<file path="config.mk">
export PLATFORM = sky130hd
export DESIGN_NAME = mul16_engine
export DESIGN_NICKNAME = d
export VERILOG_FILES = /design/src/rtl/mul16_pkg.sv /design/src/rtl/booth_mul16.sv /design/src/rtl/mul16_engine.sv
export SDC_FILE = /design/constraint.sdc
export NUM_CORES = 1
export LEC_CHECK = 0
export ABC_AREA = 1
export CAP_MARGIN = 20
export CORE_UTILIZATION = 40
export CTS_BUF_LIST = sky130_fd_sc_hd__clkbuf_8 sky130_fd_sc_hd__clkbuf_16
export DETAILED_ROUTE_END_ITERATION = 10
export GPL_TIMING_DRIVEN = 0
export PLACE_DENSITY = 0.57
export SLEW_MARGIN = 20
export SYNTH_ARGS = -nofsm -noshare
export SYNTH_HDL_FRONTEND = slang
export SYNTH_SLANG_ARGS = --single-unit
</file>
<file path="constraint.sdc">
create_clock -name clk -period 8.1 [get_ports clk]
set_input_delay 0.81 -clock clk [delete_from_list [all_inputs] [get_ports clk]]
set_output_delay 0.81 -clock clk [all_outputs]
set_load 0.03 [all_outputs]
</file>
<file path="src/rtl/mul16_pkg.sv">
// Shared types and constants for the mul16 engine and its Booth multiplier.
package mul16_pkg;

  typedef enum logic [2:0] {
    IDLE,
    LOAD,
    MUL,
    STORE,
    DONE
  } state_t;

  localparam int unsigned BYTES_PER_OP    = 2;
  localparam int unsigned BYTES_PER_PROD  = 4;
  localparam int unsigned MUL_STEPS       = 16;
  localparam int unsigned CYCLES_PER_PAIR = 2 * BYTES_PER_OP + MUL_STEPS + BYTES_PER_PROD;

endpackage

</file>
<file path="src/rtl/booth_mul16.sv">
// 16-cycle radix-2 Booth multiplier, signed 16x16 -> 32.
module booth_mul16 (
  input  logic        clk,
  input  logic        rst_n,
  input  logic        load,
  input  logic        step,
  input  logic [15:0] a,
  input  logic [15:0] b,
  output logic [31:0] product
);

  logic [16:0] mcand;
  logic [16:0] acc;
  logic [15:0] mplier;
  logic        q_1;
  logic [16:0] sum;

  // 17-bit multiplicand keeps acc - (-32768) representable
  always_comb begin
    sum = acc;
    case ({mplier[0], q_1})
      2'b01:   sum = acc + mcand;
      2'b10:   sum = acc - mcand;
      default: sum = acc;
    endcase
  end

  always_ff @(posedge clk or negedge rst_n) begin
    if (!rst_n) begin
      mcand  <= '0;
      acc    <= '0;
      mplier <= '0;
      q_1    <= 1'b0;
    end else if (load) begin
      mcand  <= {b[15], b};
      acc    <= '0;
      mplier <= a;
      q_1    <= 1'b0;
    end else if (step) begin
      {acc, mplier, q_1} <= {sum[16], sum, mplier};
    end
  end

  assign product = {acc[15:0], mplier};

endmodule

</file>
<file path="src/rtl/mul16_engine.sv">
// Start/done responder: reads operand pairs from byte memory, Booth-multiplies
// each pair and writes the 32-bit products back big-endian.
module mul16_engine
  import mul16_pkg::*;
#(
  parameter int NUM_PAIRS = 16,
  parameter int OP_BASE   = 0,
  parameter int PROD_BASE = 64,
  parameter int ADDR_W    = 8
) (
  input  logic              clk,
  input  logic              rst_n,
  input  logic              start,
  output logic              done,
  output logic              busy,
  output logic [ADDR_W-1:0] mem_addr,
  input  logic [7:0]        mem_rd_data,
  output logic              mem_wr_en,
  output logic [7:0]        mem_wr_data
);

  localparam int PAIR_W = (NUM_PAIRS > 1) ? $clog2(NUM_PAIRS) : 1;
  localparam int CNT_W  = $clog2(CYCLES_PER_PAIR);

  state_t             state, state_next;
  logic [CNT_W-1:0]   cnt;
  logic [PAIR_W-1:0]  pair;
  logic               armed;
  logic               go;
  logic [23:0]        op_buf;
  logic               mul_load, mul_step;
  logic [31:0]        product;

  booth_mul16 u_booth (
    .clk     (clk),
    .rst_n   (rst_n),
    .load    (mul_load),
    .step    (mul_step),
    .a       (op_buf[23:8]),
    .b       ({op_buf[7:0], mem_rd_data}),
    .product (product)
  );

  always_ff @(posedge clk or negedge rst_n) begin
    if (!rst_n) state <= IDLE;
    else        state <= state_next;
  end

  // start=1 in any busy state aborts; the write strobe is gated so the abort edge writes nothing
  always_comb begin
    state_next  = state;
    go          = (state == IDLE) && armed && !start;
    busy        = 1'b0;
    mul_load    = 1'b0;
    mul_step    = 1'b0;
    mem_addr    = '0;
    mem_wr_en   = 1'b0;
    mem_wr_data = '0;
    case (state)
      IDLE: if (go) state_next = LOAD;
      LOAD: begin
        busy     = 1'b1;
        mem_addr = ADDR_W'(OP_BASE + int'(pair) * int'(2 * BYTES_PER_OP) + int'(cnt));
        if (start) state_next = IDLE;
        else if (cnt == CNT_W'(2 * BYTES_PER_OP - 1)) begin
          mul_load   = 1'b1;
          state_next = MUL;
        end
      end
      MUL: begin
        busy = 1'b1;
        if (start) state_next = IDLE;
        else begin
          mul_step = 1'b1;
          if (cnt == CNT_W'(MUL_STEPS - 1)) state_next = STORE;
        end
      end
      STORE: begin
        busy      = 1'b1;
        mem_addr  = ADDR_W'(PROD_BASE + int'(pair) * int'(BYTES_PER_PROD) + int'(cnt));
        mem_wr_en = !start;
        case (cnt[1:0])
          2'd0:    mem_wr_data = product[31:24];
          2'd1:    mem_wr_data = product[23:16];
          2'd2:    mem_wr_data = product[15:8];
          default: mem_wr_data = product[7:0];
        endcase
        if (start) state_next = IDLE;
        else if (cnt == CNT_W'(BYTES_PER_PROD - 1))
          state_next = (pair == PAIR_W'(NUM_PAIRS - 1)) ? DONE : LOAD;
      end
      DONE: if (start) state_next = IDLE;
      default: state_next = IDLE;
    endcase
  end

  // done is registered from DONE so it rises one edge after the run's final write
  always_ff @(posedge clk or negedge rst_n) begin
    if (!rst_n) begin
      armed  <= 1'b0;
      done   <= 1'b0;
      cnt    <= '0;
      pair   <= '0;
      op_buf <= '0;
    end else begin
      if (start)   armed <= 1'b1;
      else if (go) armed <= 1'b0;
      done <= (state == DONE) && !start;
      if (state_next != state) cnt <= '0;
      else if (busy)           cnt <= cnt + 1'b1;
      if (go) pair <= '0;
      else if (state == STORE && state_next == LOAD) pair <= pair + 1'b1;
      if (state == LOAD) op_buf <= {op_buf[15:0], mem_rd_data};
    end
  end

endmodule

</file>
; Yosys cells after proc, flatten, opt, wreduce, memory -nomap -nowiden
; Index checks and enable logic that the tools add are counted.
; W data, S select, Z words.
[totals]
out_inout_bits = 19
word_cells = 75
reg_bits = 88
[op_classes]
n_eq_ne = 13
n_addsub = 7
n_mux = 33
n_reduce_logical = 12
[ops]
columns = op, count
row1 = $mux W17, 2
row2 = $pmux W17 S2, 1
row3 = $mux W16, 2
row4 = $mux W3, 9
row5 = $pmux W8 S3, 1
row6 = $add A17 B17 Y17, 1
row7 = $sub A17 B17 Y17, 1
row8 = $pmux W8 S2, 1
row9 = $pmux W3 S5, 1
row10 = $mux W1, 11
row11 = $mux W5, 2
row12 = $add A7 B6 Y8 const A, 1
row13 = $add A8 B5 Y8, 1
row14 = $mux W4, 2
row15 = $mux W8, 1
row16 = $reduce_bool A2 Y1, 4
row17 = $add A6 B5 Y7, 1
row18 = $eq A3 B1 Y1 const B, 2
row19 = $eq A3 B2 Y1 const B, 2
row20 = $add A5 B1 Y5 const B, 1
row21 = $eq A5 B2 Y1 const B, 1
row22 = $eq A5 B4 Y1 const B, 1
row23 = $add A4 B1 Y4 const B, 1
row24 = $eq A2 B1 Y1 const B, 2
row25 = other kinds (9), 13

; Longest topological paths before layout
; Gate-level depths: netlist (run 1).
[depth]
ltp_word = 9
mapped_depth = 20
mapped_depth_nobuf = 20

; By module
; Synthesis (run 1) repeated with hierarchy kept, for this count alone.
[unflattened]
hier_cells = 790
area_unflattened_um2 = 5710.5
[by_module_without_submodules]
columns = mod, cells_per_inst, instances, seq_area_each_um2, area_each_um2
row1 = booth_mul16, 506, 1, 1226.2, 3552.2
row2 = mul16_engine, 284, 1, 950.9, 2158.3

; Worst setup path before layout (run 1)
; No wires, ideal clock.
[synth_timing]
kind = register to register
from = register u_booth.q_1
to = register u_booth.acc[10]
path_stages_with_launch = 19
arrival_time_ns = 2.412
setup_ns = 0.132
required_ns = 7.968
synth_period_minus_slack_ns = 2.544
slack_ns = 5.556
cell_sequence = dfrtp_1 inv_1 ha_1 clkbuf_1 clkinv_1 nand2_1 xnor2_1 inv_1 ha_1 a21oi_1 nor2_1 nor2_1 nand2_1 nand2_1 nand2_1 nand2_1 nand2_1 o21ai_0 o21ai_0
[synth_via]
elab_chain_len = 4
[synth_lines]
columns = element, line_no
row1 = start: declaration, booth_mul16.sv:15  ; logic q_1;
row2 = start signal: assignment, booth_mul16.sv:40  ; {acc, mplier, q_1} <= {sum[16], sum, mplier};
row3 = $eq A2 B2 Y1 or $eq A2 B1 Y1 (tied branches), booth_mul16.sv:21  ; case ({mplier[0], q_1})
row4 = $pmux W17 S2 *, booth_mul16.sv:21
row5 = $mux W17 *, booth_mul16.sv:39  ; end else if (step) begin
row6 = $mux W17 *, booth_mul16.sv:34  ; end else if (load) begin
row7 = end signal: assignment, booth_mul16.sv:40
row8 = end: declaration, booth_mul16.sv:13  ; logic [16:0] acc;
; Mark *: on every way between the ends. The rest lies on a longest branch, timed or not. The select of a mux whose other input is x is not followed.
; A chain may end at the register's enable or synchronous reset.

; Worst setup path after layout (run 1)
[layout_timing]
from = register pair[0]
to = output port mem_addr[6]
[layout_via]
elab_chain_len = 3
[layout_lines]
columns = element, line_no
row1 = start: declaration, mul16_engine.sv:27  ; logic [PAIR_W-1:0] pair;
row2 = start signal: assignment, mul16_engine.sv:112  ; else if (state == STORE && state_next == LOAD) pair <= pair + 1'b1;
row3 = $add A7 B6 Y8, mul16_engine.sv:80  ; mem_addr = ADDR_W'(PROD_BASE + int'(pair) * int'(BYTES_PER_PROD) + int'(cnt));
row4 = $add A8 B5 Y8, mul16_engine.sv:80
row5 = $pmux W8 S2 *, mul16_engine.sv:59  ; case (state)
row6 = end: declaration, mul16_engine.sv:16  ; output logic [ADDR_W-1:0] mem_addr,
; Mark *: on every way between the ends. The rest lies on a longest branch, timed or not.

==> results.toml, run 1 <==
[outcome]
outcome = "finished, final reports clean"

[route]
drtIter0Drc = 354
viasPerCell = 5.18
drcViolationCount = 0
vias = 4961
routed_wl_um = 14400
drt_pass1_iterations = 5
routedWlPerCell_um = 15.1
ant_nets = 0

[logic_synthesis]
syn_nets = 776
synth.area.top_cells = "dfrtp_1 (40%), nand2_1 (13%), o21ai_0 (6.9%)"
syn_area_per_cell_um2 = 7.39
syn_inst = 735
yosys.area.top_type = "dfrtp_1"
muxShareOfSynthArea_pct = 0.184
synthAdderAreaFrac_pct = 7.19
yosysUniqueCellTypes = 38
synth_top_family_by_area = "simple AND/OR/NAND/NOR gates"
yosys.area_share.simple_pct = 24.4
ys_seq_elements = 87
yosysMostFrequentCell = "nand2_1"
syn-cell-area_um2 = 5430
synth_compound_area_share_pct = 15.5
async_reset_ff_share_pct = 100
synth_edf_count = 0
synth_xor_area_share_pct = 3.71
synth_common_cells = "nand2_1 (195), inv_1 (97), dfrtp_1 (87)"
synth_top_area_share_pct = 40.1
ys_warn_count = 0
ys_seq_area_share_pct = 40.1
synth_ff_type = "dfrtp_1"

[floorplanning]
io_pins = 30
die_y_um = 119
coreArea_um2 = 13200
die_x_um = 119
dieArea_um2 = 14000
floorplan.initialDensity_pct = 41.0
rows = 42

[sta]
fin_crit_ps = 3410
setup_viol = 0
finalMaxSlewViolations = 0
timing.final.crit_share_pct = 42.1
setup_tns_ps = 0
max_freq_mhz = 294
finClkSkew_ps = 7.33
rsz0062_at_grt = "false"
tightest_slew_ps = 673
relSlewSlack_pct = 55.0
hold_viol = 0

[clocking]
cts_buffers = 9
cts-htree-levels = 3
clk_pin_slew_ps = 70
cts_tree = "done"
worstSkewPairLatency_ps = 350
postCtsHoldBufs = 0
cts_setup_buffers = 0
clock-sinks = 87
ctsResizeCount = 0
cts_root_buf = "clkbuf_16"
cts_buffer_depth = 2

[placement]
place_inst = 941
io_buffers = 29
routabilityCongestion = 0.897
dp_hpwl_um = 11300

[worst_setup_path]
crit_end = "mem_addr[6]"
crit_type = "reg2out"
cp.arrival_ps = 2600
worst_setup_path_end_kind = "output pin"
rr_endpoint = "u_booth.acc[10]$_DFFE_PN0P_"
cp_max_fo = 5
worst_setup_path_start_kind = "flop"
regToRegSetupSlack_ps = 5010
cp-startpoint = "pair[0]$_DFFE_PN0P_"
timing.rr.start = "u_booth.q_1$_DFFE_PN0P_"
required_ps = 7290
worstRegToRegCells = 18

[hold_path]
hp-class = "in2async"

[grt]
antenna_found_initial = 0
gr-total-overflow = 0
grt_pass1_vias = 4762
grt_pass1_wl_um = 24700
grt_use_total_pct = 22.6
grt_max_degree = 47

[cells_and_area]
n_antenna_cell = 0
area_growth_pct = 15.7
final_cells = 957
drive_gt1_share_pct = 5.25
nets = 817

[job]
maxCapViolCount = 0
## routing by layer
metal  vias up  track usage, %  wire length, um
li1       2467               -                -
met4         0            7.44              284
met2        92            34.0             6400
met3        21            3.76              471
met5         -               0                0
met1      2381            32.9             7280
## flip-flops by register name, indices dropped and copies added (netlist names)
signal          flops
cnt                 5
done                1
op_buf             24
u_booth.q_1         1
armed               1
u_booth.acc        16
state               3
u_booth.mplier     16
pair                4
u_booth.mcand      16
## worst min-delay path by stage
| stage | to | slack (ps) | cells after the start |
|---|---|---|---|
| CTS | pair[3]$_DFFE_PN0P_ | 470 | 1 |
| global placement | op_buf[2]$_DFFE_PN0P_ | 470 | 2 |
| finish | pair[3]$_DFFE_PN0P_ | 450 | 1 |
| global route | pair[3]$_DFFE_PN0P_ | 490 | 1 |
| floorplan | op_buf[0]$_DFFE_PN0P_ | 450 | 2 |
| detailed placement | op_buf[6]$_DFFE_PN0P_ | 470 | 2 |
## final cells by class
class / count / area, um2
Clock buffer: 11 / 253
Inverter: 104 / 390
Multi-Input combinational cell: 521 / 2770
Sequential cell: 87 / 2180
Fill cell: 1378 / 6960
Buffer: 23 / 95.1
Timing Repair Buffer: 30 / 315
Tap cell: 176 / 220
Clock inverter: 5 / 62.6
## placed cells by master (no fill, tap or decap), types with 9 or more instances in the layout
cell / count
a31oi_1: 10
clkdlybuf4s50_1: 28
dfrtp_1: 87
a21oi_1: 35
xor2_1: 19
clkbuf_1: 14
nor2_1: 66
nand2_1: 195
nand3_1: 29
inv_1: 97
o21ai_0: 75
ha_1: 28
o211ai_1: 11
clkbuf_16: 9
## metrics by stage
stage                     hold slack [ps]  setup slack (ps)  instance area, um2  utilization, %
after global routing                  495              4480                6280            47.4
final                                 449              4690                6280            47.4
after detailed placement              474              5040                5970            45.1
after global placement                468              3060                5940            44.9
after CTS                             471              4680                6280            47.4
after floorplan                       453              5560                5430               -
## critical path: stages, from the launching register on
cell,delay [ps]
dfrtp_1,450
ha_1,250
fa_1,390
nand2_1,70
inv_1,40
o21ai_0,190
nand2_1,60
o21ai_0,80
clkdlybuf4s50_1,700
## kinds of logic after synthesis
| kind of cell | count (synthesis) |
|---|---|
| flip-flops | 87 |
| adder cells (fa/ha/maj) | 30 |
| multiplexers | 1 |
| buffers and inverters | 127 |
| XOR/XNOR | 23 |
| AO/OA/AOI/OAI | 149 |
| AND/OR/NAND/NOR | 318 |
Power of run 1 is left out: the tool's default activity adds up to more than one toggle a clock period on the data nets, which glitch-free logic cannot reach.
==> run 2: changes to the inputs <==
--- a/config.mk
+++ b/config.mk
@@ -11,7 +11,7 @@
 export CTS_BUF_LIST = sky130_fd_sc_hd__clkbuf_8 sky130_fd_sc_hd__clkbuf_16
 export DETAILED_ROUTE_END_ITERATION = 10
 export GPL_TIMING_DRIVEN = 0
-export PLACE_DENSITY = 0.57
+export PLACE_DENSITY = 0.59
 export SLEW_MARGIN = 20
 export SYNTH_ARGS = -nofsm -noshare
 export SYNTH_HDL_FRONTEND = slang
==> constraint.sdc (replaced) <==
create_clock -name clk -period 3 [get_ports clk]
set_input_delay 0.3 -clock clk [delete_from_list [all_inputs] [get_ports clk]]
set_output_delay 0.3 -clock clk [all_outputs]
set_load 0.03 [all_outputs]
==> run 2 against run 1 <==
Count of clock-buffer cells in the layout down 2. Register-to-register slack worse by 4800 ps. Cell area up 0.58%. Non-clock buffer count unchanged. Global-route usage down 0.49 points. Final cell count unchanged. Worst setup slack worse by 4500 ps. Critical endpoint is now mem_addr[5].
==> results.toml, run 2 (same netlist as run 1, synthesis figures left out) <==
[clocking]
worstSkewPairLatency_ps = 340
clk_pin_slew_ps = 60
clock-sinks = 87
cts_tree = "done"
cts_buffer_depth = 2
cts_buffers = 9
cts-htree-levels = 3
cts_root_buf = "clkbuf_16"
cts_setup_buffers = 0

[route]
drtIter0Drc = 475
routedWlPerCell_um = 15.7
routed_wl_um = 15000
ant_nets = 0
drt_pass1_iterations = 5
viasPerCell = 5.24
vias = 5017
drcViolationCount = 0

[sta]
finClkSkew_ps = 4.68
fin_crit_ps = 2830
hold_viol = 0
setup_viol = 0
relSlewSlack_pct = 56.3
timing.final.crit_share_pct = 94.2
worst_slack_ps = 173
hold_slack_ps = 489
tightest_slew_ps = 653
finalMaxSlewViolations = 0
max_freq_mhz = 354

[worst_setup_path]
crit_type = "reg2out"
required_ps = 2700
worst_setup_path_start_kind = "flop"
cp.arrival_ps = 2530
cp_max_fo = 4
worst_setup_path_end_kind = "output pin"

[cells_and_area]
area_growth_pct = 16.3
final_cells = 957
nets = 817
design_area_um2 = 6320
n_antenna_cell = 0
layout_commonest_cell = "nand2_1"
drive_gt1_share_pct = 6.53
layout_common_cells = "nand2_1 (194), inv_1 (97), dfrtp_1 (87)"
largest-register = "op_buf"
largest_reg_flops = 24

[job]
maxCapViolCount = 0

[hold_path]
hp-class = "reg2reg"

[floorplanning]
die_y_um = 119
die_x_um = 119
rows = 42
coreArea_um2 = 13200
io_pins = 30
dieArea_um2 = 14000
floorplan.initialDensity_pct = 41.0

[grt]
antenna_found_initial = 0
grt_pass1_wl_um = 24200
gr-max-usage-layer = "met2"
grt_util_met3_pct = 3.72
grtUsageMet2_pct = 33.5
gr-total-overflow = 0
grt_use_total_pct = 22.1
grt_use_met1_pct = 31.7
grt_max_degree = 47
grt_pass1_vias = 4748

[placement]
dp_hpwl_um = 11500
place_ws_ps = -136
routabilityCongestion = 0.913
placed_area_um2 = 5960
place_inst = 941
io_buffers = 29

[outcome]
outcome = "finished, final reports clean"
==> run 2: what timing repair did <==
action                                 in CTS  in global routing
setup endpoints to repair                   7                  9
endpoints found under the hold margin       7                  0
hold buffers                                1                  0
gates resized for setup                     1                 12
pin swaps                                   0                  2
gates cloned                                0                  0
==> run 2: worst paths after layout <==
kind,start,end,slack [ps],cells past startpoint
min in group asynchronous,rst_n,done$_DFF_PN0_,520,2
max in group asynchronous,rst_n,op_buf[14]$_DFFE_PN0P_,1840,3
hold / removal,op_buf[5]$_DFFE_PN0P_,op_buf[5]$_DFFE_PN0P_,490,2
setup / recovery,pair[2]$_DFFE_PN0P_,mem_addr[5],170,8
setup reg to reg,u_booth.q_1$_DFFE_PN0P_,u_booth.acc[10]$_DFFE_PN0P_,240,17
hold reg to reg,op_buf[5]$_DFFE_PN0P_,op_buf[5]$_DFFE_PN0P_,490,2
==> run 2: worst max-delay path: stages, from the launching register on <==
cell and delay [ps]:
dfrtp_1 420, ha_1 340, a21oi_1 150, inv_1 50
a31oi_1 190, or2_2 160, nand2_1 50, a21oi_1 130
clkdlybuf4s50_1 690
==> run 2: through the flow <==
stage          utilization, %  setup TNS, ps
2_1_floorplan               -              0
3_3_place_gp             44.9        -133950
6_report                 47.7              0
5_1_grt                  47.7          -34.3
3_5_place_dp             45.0           -522
4_1_cts                  47.5              0
==> run 2: routing by layer <==
layer  part of all wire, %  wire length (um)  vias to the layer above
li1                      -                 -                     2466
met1                    48              7200                     2371
met2                    44              6670                      148
met3                   4.8               719                       32
met4                   2.8               414                        0
met5                     0                 0                        -
==> run 2: layout make-up <==
cell class | instances | area [um2]
Buffer | 22 | 91.3
Clock buffer | 9 | 225
Clock inverter | 7 | 95.1
Fill cell | 1378 | 6920
Inverter | 104 | 392
Multi-Input combinational cell | 521 | 2800
Sequential cell | 87 | 2180
Tap cell | 176 | 220
Timing Repair Buffer | 31 | 320
Power of run 2 is left out for the same reason.
==> run 3: changes to the inputs <==
--- a/config.mk
+++ b/config.mk
@@ -11,7 +11,9 @@
 export CTS_BUF_LIST = sky130_fd_sc_hd__clkbuf_8 sky130_fd_sc_hd__clkbuf_16
 export DETAILED_ROUTE_END_ITERATION = 10
 export GPL_TIMING_DRIVEN = 0
+export HOLD_SLACK_MARGIN = 0.1
 export PLACE_DENSITY = 0.59
+export SKIP_LAST_GASP = 1
 export SLEW_MARGIN = 20
 export SYNTH_ARGS = -nofsm -noshare
 export SYNTH_HDL_FRONTEND = slang
==> run 3 against run 2 <==
Final cell count unchanged. Critical path depth stayed put. Cell area barely moved. First-iteration DRC count up 2.3%. Maximum frequency is essentially flat. Register-to-register slack about the same. Count of clock-buffer cells in the layout unchanged.
==> results.toml, run 3 (same netlist as run 1, synthesis figures left out) <==
[sta]
setup_viol = 0
finalMaxSlewViolations = 0
relSlewSlack_pct = 56.8
rsz0062_at_grt = "true"
finClkSkew_ps = 5.33
timing.final.crit_share_pct = 94.2
hold_viol = 0
max_freq_mhz = 354
tightest_slew_ps = 645
fin_crit_ps = 2830

[cells_and_area]
drive_gt1_share_pct = 6.27
layout_commonest_cell = "nand2_1"
area_growth_pct = 16.2
nets = 817
largest-register = "op_buf"
n_antenna_cell = 0
largest_reg_flops = 24
final_cells = 957
seq_area_um2 = 2180
nFillCells = 1378
multi_input_area_um2 = 2790
layout_common_cells = "nand2_1 (194), inv_1 (97), dfrtp_1 (87)"

[hold_path]
hold_start = "op_buf[5]$_DFFE_PN0P_"
hp-class = "reg2reg"
min_path_cells = 2
hold_end = "op_buf[5]$_DFFE_PN0P_"

[worst_setup_path]
worstRegToRegCells = 17
required_ps = 2700
crit_type = "reg2out"
cp.arrival_ps = 2530
worst_setup_path_start_kind = "flop"
timing.rr.start = "u_booth.q_1$_DFFE_PN0P_"
rr_endpoint = "u_booth.acc[10]$_DFFE_PN0P_"
regToRegSetupSlack_ps = 240
cp_max_fo = 4
worst_setup_path_end_kind = "output pin"

[grt]
antenna_found_initial = 0
grt_pass1_vias = 4748
gr-total-overflow = 0
grt_pass1_wl_um = 24200
grt_use_total_pct = 22.1
grt_max_degree = 47

[clocking]
cts-htree-levels = 3
cts_buffers = 9
cts_setup_buffers = 0
worstSkewPairLatency_ps = 340
cts_root_buf = "clkbuf_16"
clock-sinks = 87
clk_pin_slew_ps = 60
cts_tree = "done"
cts_buffer_depth = 2

[route]
routed_wl_um = 15000
drt_pass1_iterations = 5
viasPerCell = 5.23
ant_nets = 0
drtIter0Drc = 486
routedWlPerCell_um = 15.6
drcViolationCount = 0
vias = 5009

[placement]
dp_hpwl_um = 11500
place_inst = 941
io_buffers = 29
routabilityCongestion = 0.913

[floorplanning]
floorplan.initialDensity_pct = 41.0
io_pins = 30
die_y_um = 119
rows = 42
dieArea_um2 = 14000
die_x_um = 119
coreArea_um2 = 13200

[outcome]
outcome = "finished, final reports clean"

[job]
maxCapViolCount = 0
==> run 3: stage by stage <==
step           instance area [um2]  worst slack, ps  hold WS [ps]  util [%]  TNS [ps]
3_3_place_gp                  5940            -1550           469      44.9   -133950
4_1_cts                       6290             98.2           492      47.5         0
6_report                      6310              173           489      47.7         0
3_5_place_dp                  5960             -136           361      45.0      -522
5_1_grt                       6310            -80.7           508      47.7      -124
2_1_floorplan                 5430              456          4.41         -         0
==> run 3: routing by layer <==
metal | track usage, % | share of wire (%) | up-vias
li1 | - | - | 2468
met1 | 31.7 | 48 | 2366
met2 | 33.5 | 44 | 146
met3 | 3.72 | 4.3 | 29
met4 | 7.99 | 2.8 | 0
met5 | 0 | 0 | -
==> run 3: layout make-up <==
type / instances / area share [%]
clock inverters: 7 / 1.51
repair buffers: 31 / 5.07
clock buffers: 9 / 3.57
well taps: 176 / 3.49
plain buffers: 22 / 1.45
multi-input cells: 521 / 44.2
inverters: 104 / 6.20
flip-flops and latches: 87 / 34.5
==> run 3: worst max path at each step <==
stage | startpoint | to | slack, ps
final | pair[2]$_DFFE_PN0P_ | mem_addr[5] | 170
after CTS | cnt[2]$_DFFE_PN0P_ | mem_addr[6] | 100
after global placement | rst_n | u_booth.acc[11]$_DFFE_PN0P_ | -1550
after floorplan | u_booth.q_1$_DFFE_PN0P_ | u_booth.acc[10]$_DFFE_PN0P_ | 460
after detailed placement | u_booth.q_1$_DFFE_PN0P_ | u_booth.acc[12]$_DFFE_PN0P_ | -140
after global routing | u_booth.mcand[0]$_DFFE_PN0P_ | u_booth.acc[15]$_DFFE_PN0P_ | -80
==> run 3: what timing repair did <==
action,in CTS,in global routing
hold buffers,1,0
pin swaps,0,1
hold endpoints to repair,45,0
setup endpoints to repair,7,9
resized for setup,1,10
==> run 3: worst max-delay path, stage by stage, from the launching register on <==
cell	delay, ps
dfrtp_1	420
ha_1	340
a21oi_1	150
inv_1	50
a31oi_1	190
or2_2	160
nand2_1	50
a21oi_1	130
clkdlybuf4s50_1	690
Power of run 3 is left out for the same reason.
